==> src/rtl/wb_acum_pkg.sv <==
// Accumulator pipeline definitions shared by the memory and write-back stages.
// Control word layout: bit ACUM_WE is the write enable, [1:0] is the target.
package wb_acum_pkg;

  localparam int ACUM_DATA_W = 8;
  localparam int ACUM_WE     = 2;

  typedef enum logic [1:0] {
    ACUM_A    = 2'b00,
    ACUM_B    = 2'b01,
    ACUM_AB   = 2'b10,
    ACUM_RSVD = 2'b11
  } acum_tgt_e;

  typedef struct packed {
    logic      we;
    acum_tgt_e tgt;
  } acum_ctrl_t;

  function automatic logic tgt_hits_a(acum_tgt_e t);
    return (t == ACUM_A) || (t == ACUM_AB);
  endfunction

  function automatic logic tgt_hits_b(acum_tgt_e t);
    return (t == ACUM_B) || (t == ACUM_AB);
  endfunction

endpackage

==> src/rtl/wb_acum_if.sv <==
// MEM -> WB slot plus the bypassed accumulator view returned to decode/branch.
// master = memory-stage side, slave = write-back stage.
interface wb_acum_if #(
  parameter int DATA_W = 8,
  parameter int CNT_W  = 16
) ();

  logic [DATA_W-1:0] data_to_wb;
  logic [2:0]        control_acum_mem;
  logic              valid_mem;
  logic              stall;
  logic              flush;
  logic [DATA_W-1:0] acum_a;
  logic [DATA_W-1:0] acum_b;
  logic              zero;
  logic              wb_busy;
  logic [CNT_W-1:0]  retired;

  modport master (
    output data_to_wb, control_acum_mem, valid_mem, stall, flush,
    input  acum_a, acum_b, zero, wb_busy, retired
  );

  modport slave (
    input  data_to_wb, control_acum_mem, valid_mem, stall, flush,
    output acum_a, acum_b, zero, wb_busy, retired
  );

endinterface

==> src/rtl/wb_acum_acum_file.sv <==
// A/B architectural accumulators and the zero flag of the last committed value.
// One write port; a write may hit A, B or both with the same data.
module acum_file
  import wb_acum_pkg::*;
#(
  parameter int DATA_W = ACUM_DATA_W
) (
  input  logic              clk,
  input  logic              rst_n,
  input  logic              we,
  input  acum_tgt_e         tgt,
  input  logic [DATA_W-1:0] data,
  output logic [DATA_W-1:0] a,
  output logic [DATA_W-1:0] b,
  output logic              zero
);

  logic [DATA_W-1:0] a_q;
  logic [DATA_W-1:0] b_q;
  logic              zero_q;

  always_ff @(posedge clk or negedge rst_n) begin
    if (!rst_n) begin
      a_q    <= '0;
      b_q    <= '0;
      zero_q <= 1'b1;
    end else if (we) begin
      if (tgt_hits_a(tgt)) a_q <= data;
      if (tgt_hits_b(tgt)) b_q <= data;
      zero_q <= (data == '0);
    end
  end

  assign a    = a_q;
  assign b    = b_q;
  assign zero = zero_q;

endmodule

==> src/rtl/wb_acum.sv <==
// Write-back stage: MEM/WB register, commit into the accumulator file, bypass, retire count.
// Slot visible on the bypass 1 edge after capture, architectural 1 edge later; stall freezes all state.
module wb_acum
  import wb_acum_pkg::*;
#(
  parameter int DATA_W = ACUM_DATA_W,
  parameter int CNT_W  = 16
) (
  input  logic    clk,
  input  logic    rst_n,
  wb_acum_if.slave wb
);

  logic [DATA_W-1:0] data_q;
  acum_ctrl_t        ctrl_q;
  logic              valid_q;
  logic [CNT_W-1:0]  retired_q;

  logic              pend_wr;
  logic              commit;
  logic [DATA_W-1:0] st_a;
  logic [DATA_W-1:0] st_b;

  // Stall holds the slot; flush only turns the incoming slot into a bubble.
  always_ff @(posedge clk or negedge rst_n) begin
    if (!rst_n) begin
      data_q  <= '0;
      ctrl_q  <= '0;
      valid_q <= 1'b0;
    end else if (!wb.stall) begin
      data_q  <= wb.data_to_wb;
      ctrl_q  <= acum_ctrl_t'(wb.control_acum_mem);
      valid_q <= wb.valid_mem & ~wb.flush;
    end
  end

  assign pend_wr = valid_q & ctrl_q.we & (ctrl_q.tgt != ACUM_RSVD);
  assign commit  = pend_wr & ~wb.stall;

  acum_file #(.DATA_W(DATA_W)) u_file (
    .clk  (clk),
    .rst_n(rst_n),
    .we   (commit),
    .tgt  (ctrl_q.tgt),
    .data (data_q),
    .a    (st_a),
    .b    (st_b),
    .zero (wb.zero)
  );

  // A dual-target write counts as one retired instruction.
  always_ff @(posedge clk or negedge rst_n) begin
    if (!rst_n)      retired_q <= '0;
    else if (commit) retired_q <= retired_q + 1'b1;
  end

  // Bypass ignores stall so decode sees the value that will eventually commit.
  assign wb.acum_a  = (pend_wr && tgt_hits_a(ctrl_q.tgt)) ? data_q : st_a;
  assign wb.acum_b  = (pend_wr && tgt_hits_b(ctrl_q.tgt)) ? data_q : st_b;
  assign wb.wb_busy = pend_wr;
  assign wb.retired = retired_q;

endmodule

==> src/flat_wrapper.sv <==
// flat-port wrapper written by rule: the top's interface ports become plain ports
module wb_acum_flat import wb_acum_pkg::*;
#(
  parameter int DATA_W = ACUM_DATA_W,
  parameter int CNT_W  = 16
)
  (clk, rst_n, wb_data_to_wb, wb_control_acum_mem, wb_valid_mem, wb_stall, wb_flush, wb_acum_a, wb_acum_b, wb_zero, wb_wb_busy, wb_retired);
  wb_acum_if #(.DATA_W(DATA_W), .CNT_W(CNT_W)) wb_i ();
  input  logic clk;
  input  logic rst_n;
  input wire logic [$bits(wb_i.data_to_wb)-1:0] wb_data_to_wb;
  input wire logic [$bits(wb_i.control_acum_mem)-1:0] wb_control_acum_mem;
  input wire logic [$bits(wb_i.valid_mem)-1:0] wb_valid_mem;
  input wire logic [$bits(wb_i.stall)-1:0] wb_stall;
  input wire logic [$bits(wb_i.flush)-1:0] wb_flush;
  output wire logic [$bits(wb_i.acum_a)-1:0] wb_acum_a;
  output wire logic [$bits(wb_i.acum_b)-1:0] wb_acum_b;
  output wire logic [$bits(wb_i.zero)-1:0] wb_zero;
  output wire logic [$bits(wb_i.wb_busy)-1:0] wb_wb_busy;
  output wire logic [$bits(wb_i.retired)-1:0] wb_retired;
  assign wb_i.data_to_wb = wb_data_to_wb;
  assign wb_i.control_acum_mem = wb_control_acum_mem;
  assign wb_i.valid_mem = wb_valid_mem;
  assign wb_i.stall = wb_stall;
  assign wb_i.flush = wb_flush;
  assign wb_acum_a = wb_i.acum_a;
  assign wb_acum_b = wb_i.acum_b;
  assign wb_zero = wb_i.zero;
  assign wb_wb_busy = wb_i.wb_busy;
  assign wb_retired = wb_i.retired;
  wb_acum #(.DATA_W(DATA_W), .CNT_W(CNT_W)) u_core (.clk(clk), .rst_n(rst_n), .wb(wb_i));
endmodule
==> config.mk <==
export PLATFORM = sky130hd
export DESIGN_NAME = wb_acum_flat
export DESIGN_NICKNAME = d
export VERILOG_FILES = /design/src/rtl/wb_acum_pkg.sv /design/src/rtl/wb_acum_if.sv /design/src/rtl/wb_acum_acum_file.sv /design/src/rtl/wb_acum.sv /design/src/flat_wrapper.sv
export SDC_FILE = /design/constraint.sdc
export NUM_CORES = 1
export LEC_CHECK = 0
export ABC_CLOCK_PERIOD_IN_PS = 4400
export CAP_MARGIN = 20
export CORE_UTILIZATION = 55
export DETAILED_ROUTE_END_ITERATION = 16
export DONT_BUFFER_PORTS = 1
export GPL_TIMING_DRIVEN = 0
export PLACE_DENSITY_LB_ADDON = 0.25
export RECOVER_POWER = 50
export SYNTH_ARGS = -nofsm -noshare
export SYNTH_HDL_FRONTEND = slang
export SYNTH_SLANG_ARGS = --single-unit
==> constraint.sdc <==
create_clock -name clk -period 4.4 [get_ports clk]
set_clock_uncertainty 0.15 [all_clocks]
set_input_delay 0.88 -clock clk [delete_from_list [all_inputs] [get_ports clk]]
set_output_delay 0.88 -clock clk [all_outputs]
set_load 0.03 [all_outputs]
==> results.py, run 1 <==
metrics = {
    "placement": {
        "dpl_worst_slack_ns": 1.568,
        "placed_area_um2": 2167,
        "port_buffers": 0,
        "dp_cells": 204,
        "gp_congestion": 0.7731,
        "dp_hpwl_mm": 2.721,
    },
    "clock_tree": {
        "cts_buffers": 5,
        "holdBufCountCts": 0,
        "cts-resized-gates": 0,
        "htree_levels": 2,
        "clk_latency_ns": 0.29,
        "post_cts_buffers": 0,
        "cts_buffer_depth": 2,
        "cts_root_buf": "clkbuf_8",
        "cts_tree": "built",
        "path_clk_slew_ns": 0.08,
        "cts.sinks": 45,
    },
    "layout": {
        "fillers": 300,
        "stdcell_count": 212,
        "register_area_um2": 1127,
        "fin_nets": 183,
        "area_growth_pct": 5.701,
        "insertedDiodeCount": 0,
        "drive_gt1_frac": 0.3354,
        "finish.instance_area_um2": 2227,
        "fin_util": 0.6083,
        "multi_input_area_um2": 923.4,
    },
    "synthesis": {
        "ys_seq_elements": 45,
        "synth_cells": 156,
        "syn_avg_cell_area_um2": 13.51,
        "synth_area_um2": 2107,
        "synthDistinctLibCells": 26,
        "mappedNetlistNets": 176,
        "synth-seq-area-share": 0.5350,
        "ys_warn_count": 0,
    },
    "routing": {
        "drc_errors": 0,
        "dr_wl_met2_mm": 2.056,
        "ant_nets": 0,
        "highest_layer": "met4",
        "dr_total_vias": 1233,
        "wl_met3_um": 226,
        "routed_wl_mm": 3.791,
        "drt_iter0_markers": 55,
        "wl_per_cell_um": 17.88,
        "drt-pass1-iter-count": 4,
        "wl_met1_mm": 1.438,
        "routed_via_density": 5.816,
    },
    "die": {
        "die_h_um": 63.90,
        "dieArea_um2": 4083,
        "core.rowCount": 22,
        "core_um2": 3661,
        "io_pins": 50,
        "start_util": 0.5755,
        "die_x_um": 63.90,
    },
    "setup_path": {
        "crit_slowest_cell": "mux2_2",
        "r2r_slack_ns": 2.17,
        "crit_buf_inv": 0,
        "required_ns": 3.37,
        "end_kind": "output port",
        "critPathLaunchType": "flop",
        "crit_family": "simple AND/OR/NAND/NOR gates",
        "cp_max_fo": 8,
        "critPathArrivalTime_ns": 2.10,
        "crit_chain": "ha_1 > nand3b_1 > nor2_2 > mux2_2",
        "slowest_delay_ns": 0.49,
        "path_class": "flop to output port",
    },
    "sta": {
        "timing.final.ws_setup_ns": 1.274,
        "drv_slew": 0,
        "relSlewSlack": 0.5938,
        "min_period_over_period": 0.7104,
        "setup-violations-final": 0,
        "post-route-min-period_ns": 3.126,
        "fin_setup_tns_ns": 0,
        "hold_violations": 0,
        "grt_setup_unrepaired": "false",
        "holdWs_ns": 0.1243,
        "worstMarginPinSlew_ns": 0.6093,
        "clock.fmax_mhz": 319.9,
    },
    "power": {
        "ir_drop_uv": 250.7,
        "finalPower_mw": 1.147,
        "pwr_density_cell_nw_per_um2": 514.9,
        "p_leak_nw": 1.016,
    },
    "job": {
        "max-cap-violations": 0,
    },
    "status": {
        "status": "completed",
    },
    "global_route": {
        "grt_pass1_wl_mm": 6.341,
        "grt_max_degree": 46,
        "grt_pass1_vias": 1287,
        "grt_use_total": 0.2109,
        "antenna_found_initial": 0,
        "overflow": 0,
    },
    "min_path": {
        "holdCritPathClass": "input pin to asynchronous set/reset pin",
    },
}
-- state kept, by name (all words and copies together), names as in the netlist --
register,cells
u_core.wb.retired,16
u_core.data_q,8
u_core.u_file.a,8
u_core.u_file.b,8
u_core.ctrl_q,3
u_core.u_file.zero,1
u_core.valid_q,1
-- worst paths after layout --
| path | start | end | cells after the start |
|---|---|---|---|
| min reg2reg | u_core.u_file.b[2] | u_core.u_file.b[2] | 1 |
| max | u_core.ctrl_q[1] | wb_acum_a[6] | 4 |
| max reg2reg | u_core.ctrl_q[1] | u_core.wb.retired[12] | 6 |
| min | rst_n | u_core.wb.retired[4] | 0 |
| min in group clk | u_core.u_file.b[2] | u_core.u_file.b[2] | 1 |
| max in group asynchronous | rst_n | u_core.u_file.zero | 0 |
-- worst reg2reg max path: cells and delay by family, from the launching register on --
kind / cells / cell delay (ns)
XOR/XNOR: 1 / 0.15
adder cells (fa/ha/maj): 1 / 0.22
flip-flops: 1 / 0.41
buffers and inverters: 1 / 0.24
AND/OR/NAND/NOR: 3 / 0.96
-- area by class of cell --
cell class | instances | share of cell area
plain buffers | 3 | 0.005056
clock buffers | 8 | 0.04045
inverters | 4 | 0.006742
multi-input cells | 104 | 0.4146
well taps | 48 | 0.02697
flip-flops and latches | 45 | 0.5062
-- cell usage after synthesis --
library cell | n | share of area
and4_1 | 1 | 0.0042
nand3_1 | 6 | 0.014
nand2_1 | 11 | 0.020
nand4_1 | 4 | 0.012
nor4_1 | 2 | 0.0059
nor4_4 | 2 | 0.020
dfstp_2 | 1 | 0.012
ha_1 | 4 | 0.024
xnor2_1 | 10 | 0.042
nand2b_1 | 1 | 0.0030
and3_1 | 1 | 0.0030
dfrtp_1 | 44 | 0.52
inv_1 | 4 | 0.0071
clkbuf_1 | 1 | 0.0018
xor2_1 | 5 | 0.021
nor2_1 | 3 | 0.0053
nand3b_1 | 1 | 0.0036
nand4bb_1 | 1 | 0.0053
o21ai_0 | 1 | 0.0024
nor2_2 | 3 | 0.0089
nand4b_2 | 1 | 0.0071
mux2_2 | 43 | 0.23
and4bb_2 | 1 | 0.0059
nor4b_1 | 1 | 0.0042
buf_6 | 2 | 0.011
nor3_1 | 2 | 0.0048
-- layout by cell type, fill, tap and decap left out, drive strengths merged, types with 2 or more instances in the layout --
| master | Yosys | final |
|---|---|---|
| dfrtp | 44 | 44 |
| mux2 | 43 | 43 |
| nand2 | 11 | 11 |
| clkbuf | 1 | 11 |
| xnor2 | 10 | 10 |
| nand3 | 6 | 6 |
| nor2 | 6 | 6 |
| xor2 | 5 | 5 |
| inv | 4 | 4 |
| nand4 | 4 | 4 |
| ha | 4 | 4 |
| nor4 | 4 | 4 |
| nor3 | 2 | 2 |
-- power by group --
group / internal (mW) / switching [mW]
Clock: 0.128 / 0.124
Combinational: 0.120 / 0.193
Sequential: 0.495 / 0.0858
-- layer usage --
layer / track usage / vias to the layer above
met5: 0 / -
li1: - / 566
met1: 0.2370 / 621
met3: 0.07500 / 8
met4: 0.07670 / 0
met2: 0.3657 / 38
-- cells by family (layout without fill, tap and decap cells) --
family / count (synthesis) / after routing / synth area share
muxes: 43 / 43 / 0.2298
xor gates and xnor gates: 15 / 15 / 0.06235
buffers and inverters: 7 / 15 / 0.01959
DFF: 45 / 45 / 0.5350
and+or+nand+nor: 41 / 41 / 0.1271
adders and majority gates: 4 / 4 / 0.02375
AOI/OAI and AO/OA: 1 / 1 / 0.002373
Note: power is estimated with default switching activity, not from simulation.
==> run 2: changes to the inputs <==
--- a/config.mk
+++ b/config.mk
@@ -5,7 +5,7 @@
 export SDC_FILE = /design/constraint.sdc
 export NUM_CORES = 1
 export LEC_CHECK = 0
-export ABC_CLOCK_PERIOD_IN_PS = 4400
+export ABC_CLOCK_PERIOD_IN_PS = 2800
 export CAP_MARGIN = 20
 export CORE_UTILIZATION = 55
 export DETAILED_ROUTE_END_ITERATION = 16
==> constraint.sdc (replaced) <==
create_clock -name clk -period 2.8 [get_ports clk]
set_clock_uncertainty 0.15 [all_clocks]
set_input_delay 0.56 -clock clk [delete_from_list [all_inputs] [get_ports clk]]
set_output_delay 0.56 -clock clk [all_outputs]
set_load 0.03 [all_outputs]
==> run 2 against run 1 <==
Against the previous run:
- non-clock buffer count grew 2
- die area is the same
- wire length is 1.6% higher
- global-route usage is 0.18 points higher
- hold slack better by 0.097 ns
- sequential cell count is the same
- core utilization rose by 0.96 points
==> results.py, run 2 (synthesized netlist as in run 1, its figures left out) <==
metrics = {
    "global_route": {
        "grt_pass1_wl_mm": 6.389,
        "grt_use_total": 0.2127,
        "overflow": 0,
        "grt_pass1_vias": 1311,
        "antenna_found_initial": 0,
        "grt_max_degree": 46,
    },
    "layout": {
        "final_common_cell": "dfrtp_1",
        "largest_reg_flops": 16,
        "fin_nets": 185,
        "drive_gt1_frac": 0.3434,
        "area_growth_pct": 7.363,
        "insertedDiodeCount": 0,
        "stdcell_count": 214,
        "layout_common_cells": "dfrtp_1, mux2_2, nand2_1",
    },
    "die": {
        "dieArea_um2": 4083,
        "core.rowCount": 22,
        "die_h_um": 63.90,
        "io_pins": 50,
        "start_util": 0.5755,
        "core_um2": 3661,
        "die_x_um": 63.90,
    },
    "sta": {
        "relSlewSlack": 0.2870,
        "clock.fmax_mhz": 373.4,
        "holdWs_ns": 0.2215,
        "worstMarginPinSlew_ns": 1.070,
        "hold_violations": 0,
        "grt_setup_unrepaired": "false",
        "post-route-min-period_ns": 2.678,
        "fin_setup_tns_ns": 0,
        "min_period_over_period": 0.9565,
        "drv_slew": 0,
        "setup-violations-final": 0,
    },
    "placement": {
        "gp_congestion": 0.7731,
        "dp_hpwl_mm": 2.721,
        "dp_cells": 204,
        "port_buffers": 0,
    },
    "min_path": {
        "hp-start": "wb_flush",
        "holdPathStages": 1,
        "hold_path_end": "u_core.valid_q",
        "holdCritPathClass": "input pin to flop",
    },
    "setup_path": {
        "slowest_delay_ns": 0.47,
        "cp_max_fo": 8,
        "crit_chain": "ha_1 > nand3b_1 > nor2_4 > mux2_2",
        "r2r_start": "u_core.ctrl_q[1]",
        "crit_buf_inv": 0,
        "crit_family": "simple AND/OR/NAND/NOR gates",
        "critPathArrivalTime_ns": 1.97,
        "required_ns": 2.09,
        "critPathLaunchType": "flop",
        "end_kind": "output port",
        "rr_endpoint": "u_core.u_file.b[3]",
        "crit_slowest_cell": "mux2_2",
        "reg2regPathDepth": 5,
        "r2r_slack_ns": 0.57,
        "path_class": "flop to output port",
    },
    "routing": {
        "routed_wl_mm": 3.851,
        "highest_layer": "met4",
        "drc_errors": 0,
        "wl_met3_um": 268,
        "routed_via_density": 5.874,
        "dr_wl_met2_mm": 2.102,
        "drt_iter0_markers": 38,
        "wl_met1_mm": 1.412,
        "drt-pass1-iter-count": 4,
        "ant_nets": 0,
        "wl_per_cell_um": 18.00,
        "dr_total_vias": 1257,
    },
    "power": {
        "ir_drop_uv": 394.4,
        "finalPower_mw": 1.820,
        "p_leak_nw": 1.041,
        "pwr_density_cell_nw_per_um2": 804.7,
    },
    "clock_tree": {
        "path_clk_slew_ns": 0.08,
        "clk_latency_ns": 0.29,
        "cts_buffers": 5,
        "cts_tree": "built",
        "cts_root_buf": "clkbuf_8",
        "cts_buffer_depth": 2,
        "cts.sinks": 45,
        "htree_levels": 2,
        "post_cts_buffers": 0,
    },
    "status": {
        "status": "completed",
    },
    "job": {
        "max-cap-violations": 0,
    },
}
[run 2: cell types whose count changed in the layout (fill, tap and decap cells not counted)]
cell / before / now
nor4_1: 3 / 2
nor4_4: 1 / 2
nor2_4: 0 / 1
clkbuf_2: 0 / 1
nor2_2: 3 / 2
dlygate4sd3_1: 0 / 1
[run 2: how the worst max path moves through the flow]
stage / from / cells past startpoint / slack (ns) / to
2_1_floorplan: u_core.ctrl_q[1] / 4 / 0.56 / wb_acum_a[0]
3_3_place_gp: u_core.ctrl_q[1] / 4 / 0.34 / wb_acum_a[7]
3_5_place_dp: u_core.ctrl_q[1] / 4 / 0.29 / wb_acum_a[7]
4_1_cts: u_core.ctrl_q[1] / 4 / 0.09 / wb_acum_a[7]
5_1_grt: u_core.ctrl_q[1] / 4 / 0.02 / wb_acum_a[7]
6_report: u_core.ctrl_q[1] / 4 / 0.12 / wb_acum_a[6]
[run 2: metrics by stage]
stage	instance area, µm²	setup WS [ns]	util
2_1_floorplan	2107	0.5598	-
3_3_place_gp	2167	0.3382	0.5919
4_1_cts	2300	0.09123	0.6282
3_5_place_dp	2167	0.2884	0.5919
5_1_grt	2262	0.02477	0.6179
6_report	2262	0.1218	0.6179
[run 2: layout make-up]
class                   instances  area, µm²
well taps                      48      60.06
plain buffers                   3      11.26
fillers                       294       1399
clock buffers                   8      90.09
inverters                       4      15.01
flip-flops and latches         45       1127
multi-input cells             104      943.4
repair buffers                  2      15.01
[run 2: repair_timing]
action / CTS / global route
endpoints found under the hold margin: 45 / 0
resized for setup: 1 / 0
setup endpoints to repair: 8 / 0
hold buffers: 2 / 0
[run 2: routing by layer]
layer  up-vias  GRT usage
li1        570          -
met1       631     0.2342
met2        48     0.3763
met3         8    0.07321
met4         0    0.07670
met5         -          0
[run 2: where the power goes]
group	switching [mW]	leakage [nW]	total [mW]	internal (mW)
Clock	0.199	0.0455	0.400	0.201
Sequential	0.135	0.569	0.913	0.778
Combinational	0.317	0.426	0.508	0.191
Total	0.650	1.04	1.82	1.17
